File: config.mk
export PLATFORM = sky130hd
export DESIGN_NAME = team_06_dac_sample_feeder
export DESIGN_NICKNAME = d
export VERILOG_FILES = /design/src/rtl/team_06_feeder_pkg.sv /design/src/rtl/team_06_sample_fifo.sv /design/src/rtl/team_06_dac_sample_feeder.sv
export SDC_FILE = /design/constraint.sdc
export NUM_CORES = 1
export LEC_CHECK = 0
export CAP_MARGIN = 10
export CORE_ASPECT_RATIO = 0.7
export CORE_MARGIN = 1.5
export CORE_UTILIZATION = 55
export CTS_BUF_LIST = sky130_fd_sc_hd__clkbuf_16
export CTS_CLUSTER_SIZE = 20
export DETAILED_ROUTE_END_ITERATION = 10
export PLACE_DENSITY = 0.73
export SYNTH_ARGS = -nofsm -noshare
export SYNTH_HDL_FRONTEND = slang
export SYNTH_SLANG_ARGS = --single-unit
File: constraint.sdc
create_clock -name clk -period 3.1 [get_ports clk]
set_input_delay 0.93 -clock clk [delete_from_list [all_inputs] [get_ports clk]]
set_output_delay 0.93 -clock clk [all_outputs]
set_load 0.05 [all_outputs]
File: src/rtl/team_06_feeder_pkg.sv
// Shared types and constants for the DAC sample feeder.
package team_06_feeder_pkg;

    localparam int unsigned SAMPLE_W = 8;
    localparam logic [SAMPLE_W-1:0] IDLE_SAMPLE_DEFAULT = 8'h80;

    typedef logic [SAMPLE_W-1:0] sample_t;

    typedef enum logic [1:0] {
        IDLE,
        PRIME,
        RUN
    } feeder_state_t;

endpackage

File: src/rtl/team_06_sample_fifo.sv
// Sample FIFO: occupancy-based full/empty, naturally wrapping pointers.
module team_06_sample_fifo
    import team_06_feeder_pkg::*;
#(
    parameter int unsigned DEPTH = 16
) (
    input  logic                         clk,
    input  logic                         rst,
    input  logic                         push_i,
    input  logic                         pop_i,
    input  sample_t                      data_i,
    output sample_t                      data_o,
    output logic                         ready_o,
    output logic                         empty_o,
    output logic [$clog2(DEPTH+1)-1:0]   level_o
);

    localparam int unsigned PTR_W = $clog2(DEPTH);
    localparam int unsigned LVL_W = $clog2(DEPTH + 1);

    sample_t            mem_q [DEPTH];
    logic [PTR_W-1:0]   wr_ptr_q, wr_ptr_d;
    logic [PTR_W-1:0]   rd_ptr_q, rd_ptr_d;
    logic [LVL_W-1:0]   level_q, level_d;
    logic               ready_q, ready_d;
    logic               empty_q, empty_d;
    logic               push_ok_c;
    logic               pop_ok_c;

    // Qualify requests against the registered full/empty flags.
    always_comb begin
        push_ok_c = push_i && ready_q;
        pop_ok_c  = pop_i && !empty_q;
    end

    // Next pointers, occupancy and the flags derived from it.
    always_comb begin
        wr_ptr_d = wr_ptr_q;
        rd_ptr_d = rd_ptr_q;
        level_d  = level_q;
        if (push_ok_c) begin
            wr_ptr_d = wr_ptr_q + PTR_W'(1);
        end
        if (pop_ok_c) begin
            rd_ptr_d = rd_ptr_q + PTR_W'(1);
        end
        case ({push_ok_c, pop_ok_c})
            2'b10:   level_d = level_q + LVL_W'(1);
            2'b01:   level_d = level_q - LVL_W'(1);
            default: level_d = level_q;
        endcase
        ready_d = (level_d != LVL_W'(DEPTH));
        empty_d = (level_d == '0);
    end

    // Pointer, occupancy and flag registers.
    always_ff @(posedge clk or posedge rst) begin
        if (rst) begin
            wr_ptr_q <= '0;
            rd_ptr_q <= '0;
            level_q  <= '0;
            ready_q  <= 1'b1;
            empty_q  <= 1'b1;
        end else begin
            wr_ptr_q <= wr_ptr_d;
            rd_ptr_q <= rd_ptr_d;
            level_q  <= level_d;
            ready_q  <= ready_d;
            empty_q  <= empty_d;
        end
    end

    // Storage array; contents need no reset since occupancy gates every read.
    always_ff @(posedge clk) begin
        if (push_ok_c) begin
            mem_q[wr_ptr_q] <= data_i;
        end
    end

    assign data_o  = mem_q[rd_ptr_q];
    assign ready_o = ready_q;
    assign empty_o = empty_q;
    assign level_o = level_q;

endmodule

File: src/rtl/team_06_dac_sample_feeder.sv
// Frame-aligned sample feeder: buffers producer samples and presents one per frame.
module team_06_dac_sample_feeder
    import team_06_feeder_pkg::*;
#(
    parameter int unsigned DEPTH       = 16,
    parameter int unsigned FRAME_BITS  = 8,
    parameter int unsigned PRIME_LEVEL = 4,
    parameter logic [7:0]  IDLE_SAMPLE = IDLE_SAMPLE_DEFAULT
) (
    input  logic                         clk,
    input  logic                         rst,
    input  logic                         en,
    input  logic                         bit_tick,
    input  logic                         wr_valid,
    input  logic [7:0]                   wr_data,
    output logic                         wr_ready,
    output logic [7:0]                   sample_out,
    output logic                         frame_start,
    output logic                         underflow,
    output logic [$clog2(DEPTH+1)-1:0]   fill_level
);

    localparam int unsigned LVL_W = $clog2(DEPTH + 1);
    localparam int unsigned CNT_W = (FRAME_BITS > 1) ? $clog2(FRAME_BITS) : 1;

    feeder_state_t      state_q, state_d;
    logic [CNT_W-1:0]   cnt_q, cnt_d;
    sample_t            sample_q, sample_d;
    logic               frame_start_q, frame_start_d;
    logic               underflow_q, underflow_d;

    logic               push_c;
    logic               pop_c;
    logic               boundary_c;
    logic [CNT_W-1:0]   cnt_inc_c;
    logic               fifo_ready;
    logic               fifo_empty;
    sample_t            fifo_head;
    logic [LVL_W-1:0]   fifo_level;

    team_06_sample_fifo #(
        .DEPTH (DEPTH)
    ) u_fifo (
        .clk     (clk),
        .rst     (rst),
        .push_i  (push_c),
        .pop_i   (pop_c),
        .data_i  (wr_data),
        .data_o  (fifo_head),
        .ready_o (fifo_ready),
        .empty_o (fifo_empty),
        .level_o (fifo_level)
    );

    // Producer writes are accepted in every state whenever there is room.
    always_comb begin
        push_c     = wr_valid && fifo_ready;
        boundary_c = bit_tick && (cnt_q == CNT_W'(FRAME_BITS - 1));
        cnt_inc_c  = (cnt_q == CNT_W'(FRAME_BITS - 1)) ? '0 : cnt_q + CNT_W'(1);
    end

    // Next-state, frame counter and per-boundary sample selection.
    always_comb begin
        state_d       = state_q;
        cnt_d         = cnt_q;
        sample_d      = sample_q;
        frame_start_d = 1'b0;
        underflow_d   = 1'b0;
        pop_c         = 1'b0;
        if (!en) begin
            state_d  = IDLE;
            cnt_d    = '0;
            sample_d = IDLE_SAMPLE;
        end else begin
            case (state_q)
                IDLE: begin
                    state_d  = PRIME;
                    cnt_d    = '0;
                    sample_d = IDLE_SAMPLE;
                end
                PRIME: begin
                    if (bit_tick) begin
                        cnt_d = cnt_inc_c;
                    end
                    if (boundary_c) begin
                        frame_start_d = 1'b1;
                        if (!fifo_empty && (fifo_level >= LVL_W'(PRIME_LEVEL))) begin
                            pop_c    = 1'b1;
                            sample_d = fifo_head;
                            state_d  = RUN;
                        end else begin
                            sample_d = IDLE_SAMPLE;
                        end
                    end
                end
                RUN: begin
                    if (bit_tick) begin
                        cnt_d = cnt_inc_c;
                    end
                    if (boundary_c) begin
                        frame_start_d = 1'b1;
                        if (!fifo_empty) begin
                            pop_c    = 1'b1;
                            sample_d = fifo_head;
                        end else begin
                            sample_d    = IDLE_SAMPLE;
                            underflow_d = 1'b1;
                            state_d     = PRIME;
                        end
                    end
                end
                default: begin
                    state_d  = IDLE;
                    cnt_d    = '0;
                    sample_d = IDLE_SAMPLE;
                end
            endcase
        end
    end

    // State, counter and output registers.
    always_ff @(posedge clk or posedge rst) begin
        if (rst) begin
            state_q       <= IDLE;
            cnt_q         <= '0;
            sample_q      <= IDLE_SAMPLE;
            frame_start_q <= 1'b0;
            underflow_q   <= 1'b0;
        end else begin
            state_q       <= state_d;
            cnt_q         <= cnt_d;
            sample_q      <= sample_d;
            frame_start_q <= frame_start_d;
            underflow_q   <= underflow_d;
        end
    end

    assign wr_ready    = fifo_ready;
    assign sample_out  = sample_q;
    assign frame_start = frame_start_q;
    assign underflow   = underflow_q;
    assign fill_level  = fifo_level;

endmodule

==> flow_summary.toml <==
[yosys]
synth_edf_count = 128
ys_async_sr_fraction_pct = 18.99
ys_types = 40
synth_area_leaders = "edfxtp_1, dfrtp_1, mux4_2, ha_1, a22oi_1"
synthTopCellsByCount = "edfxtp_1, mux4_2, dfrtp_1, nand2_1"
synth_area_per_cell_um2 = 18.24
netlist_area_mm2 = 0.006440
synth_top_area_share_pct = 59.69
netlist_instances = 353
ys_ff_latch = 158
synth_most_common_cell = "edfxtp_1"
yosys.area.top_type = "edfxtp_1"
ys_warn_count = 0
ys.flop_type = "edfxtp_1"
syn_nets = 382
yosysSeqAreaShare_pct = 71.40

[sta]
maxSlewViolCount = 0
hold_viol_final = 0
whs_ns = 0.5182
min_period_ns = 2.961
setup-violations-final = 0
relSlewSlack_pct = 55.04
fmax_mhz = 337.7
worst_pin_slew_ns = 0.6720
skew_ns = 0.008684
finalCritPeriodShare_pct = 95.52

[power_and_ir_drop]
pwr-share-clk_pct = 34.1
leakage_nw = 2.726
power.switching_mw = 1.557
seq_power_share_pct = 47.9
power_density_mw_per_mm2 = 744.8
power.internal_mw = 4.127
combPwrFrac_pct = 18.0
ir_worst_vdd_uv = 550.3
swShare_pct = 27.40

[finish]
final-seq-area_mm2 = 0.004599
area_delta_synth_final_pct = 18.52
num_antenna_cells = 0
multi_input_area_mm2 = 0.001774
final_core_util_pct = 68.08
fillers = 764
fin_nets = 441
drive_gt1_share_pct = 23.06

[grt]
grt_usage_pct = 22.20
grt_pass1_vias = 3355
overflow = 0
grt_max_degree = 31
antenna_found_initial = 0
grt_pass1_wl_mm = 19.42

[cts]
cts_buffers = 17
holdBufCountCts = 0
cts_tree = "built"
clk_latency_ns = 0.41
cts_sinks = 158
cts_root_buf = "clkbuf_16"
clock_path_buffers = 2
htree_levels = 4
cts.reportedPaths.clkPinSlew_ns = 0.06

[routing]
ant_nets = 0
drt_pre_antenna_iters = 4
drc = 0
drtIter0Drc = 305
routedWlPerCell_um = 21.63
routed_wirelength_mm = 12.50
vias = 3309
viasPerCell = 5.725

[floorplanning]
fp.dieH_um = 93.54
io_pins = 29
dieArea_mm2 = 0.01238
core-area_mm2 = 0.01121
rows = 32
initial_core_util_pct = 57.44
dieWidth_um = 132.3

[critical_path]
crit_arrival_ns = 3.31
crit_type = "primary input to flip-flop"
cp_max_fo = 4
required_ns = 3.45
crit_path_end_kind = "flip-flop"
critPathLaunchType = "primary input"

[placed_design]
place_congestion = 0.8179
dpl.hpwl_mm = 8.366
portBuffers = 28

[run]
max_cap_viol_count = 0

[run_status]
outcome = "complete, no violations"

[worst_hold_path]
min_path_type = "flip-flop to flip-flop"
-- state kept, by name, summed over array words and instances, names as in the netlist --
signal           count
u_fifo.mem_q       128
sample_out           8
u_fifo.level_o       5
u_fifo.rd_ptr_q      4
u_fifo.wr_ptr_q      4
cnt_q                3
state_q              2
frame_start          1
u_fifo.empty_o       1
u_fifo.ready_o       1
underflow            1
-- through the flow --
step / instance area, um2 / setup slack (ns) / std cells / setup TNS [ns] / power, mW
floorplan: 6440 / 0.1465 / 353 / 0 / 3.378
global placement: 7030 / -0.3273 / 544 / -1.094 / 3.718
detailed placement: 7030 / -0.4513 / 544 / -1.500 / 3.766
CTS: 7595 / 0.009734 / 576 / 0 / 5.689
global route: 7632 / -0.01708 / 578 / -0.01708 / 5.923
finish: 7632 / 0.1388 / 578 / 0 / 5.684
-- worst max-delay path, stage by stage --
cell and delay, ns:
clkdlybuf4s50_1 0.48, nand2_1 0.12, a2111oi_4 0.29, ha_2 0.31, ha_1 0.24, a21o_1 0.19, a21oi_2 0.16, xor2_1 0.20
o2111a_1 0.24, nor2b_2 0.14
-- placed cells by master (no fill, tap or decap), types with 4 or more instances in the layout --
master,n
nand2_1,16
clkbuf_16,20
xnor2_1,7
a22oi_1,14
mux4_2,30
clkinv_2,4
ha_1,14
edfxtp_1,128
buf_4,22
inv_1,12
and3_1,5
dfrtp_1,26
mux2i_1,9
a22o_1,8
nor2_1,15
and2_1,12
clkdlybuf4s50_1,27
-- metal layers --
layer	vias up	part of all wire, %	wire (um)	global-route usage (%)
li1	1518	-	-	-
met1	1684	45	5651	33.24
met2	99	46	5800	32.72
met3	8	7.7	957	4.986
met4	0	0.73	91	7.418
met5	-	0	0	0
-- path summary, 6_finish.rpt --
check | from | endpoint | cells past startpoint | slack (ns)
max | bit_tick | u_fifo.empty_o$_DFF_PP1_ | 10 | 0.14
min | sample_out[5]$_DFFE_PP0P_ | sample_out[5]$_DFFE_PP0P_ | 1 | 0.52
max reg2reg | state_q[0]$_DFFE_PP0P_ | u_fifo.empty_o$_DFF_PP1_ | 11 | 0.30
min reg2reg | sample_out[5]$_DFFE_PP0P_ | sample_out[5]$_DFFE_PP0P_ | 1 | 0.52
max in group asynchronous | rst | sample_out[7]$_DFFE_PP1P_ | 3 | 1.87
min in group asynchronous | rst | u_fifo.wr_ptr_q[1]$_DFFE_PP0P_ | 3 | 0.92
-- cells by family (layout without fill, tap and decap cells) --
logic type | count (synthesis) | in the layout | share of synthesized area (%)
XOR/XNOR | 10 | 10 | 1.360
adder cells (fa/ha/maj) | 16 | 16 | 3.225
multiplexers | 42 | 42 | 12.42
buffers and inverters | 21 | 93 | 1.399
flip-flops | 158 | 158 | 71.40
AND/OR/NAND/NOR | 64 | 64 | 4.916
AO/OA/AOI/OAI | 42 | 42 | 5.285
-- power groups by stage --
stage	logic, mW	clock network, mW	registers, mW
final	1.02	1.94	2.72
after CTS	1.01	1.96	2.72
after detailed placement	1.00	0	2.76
after floorplan	0.526	0	2.85
after global routing	1.12	2.05	2.75
after global placement	0.968	0	2.75
-- timing repair --
item,CTS,global route
endpoints found under the hold margin,0,0
pin swaps,0,4
setup buffers,0,2
setup endpoints to repair,1,2
resized for setup,1,6
-- final cells by class --
class	instances	share of cell area, %
Sequential cell	158	60.26
Multi-Input combinational cell	174	23.25
Clock buffer	20	6.557
Timing Repair Buffer	51	6.131
Tap cell	153	2.508
Clock inverter	12	0.8033
Inverter	10	0.4918
Note: power is estimated with default switching activity, not from simulation.
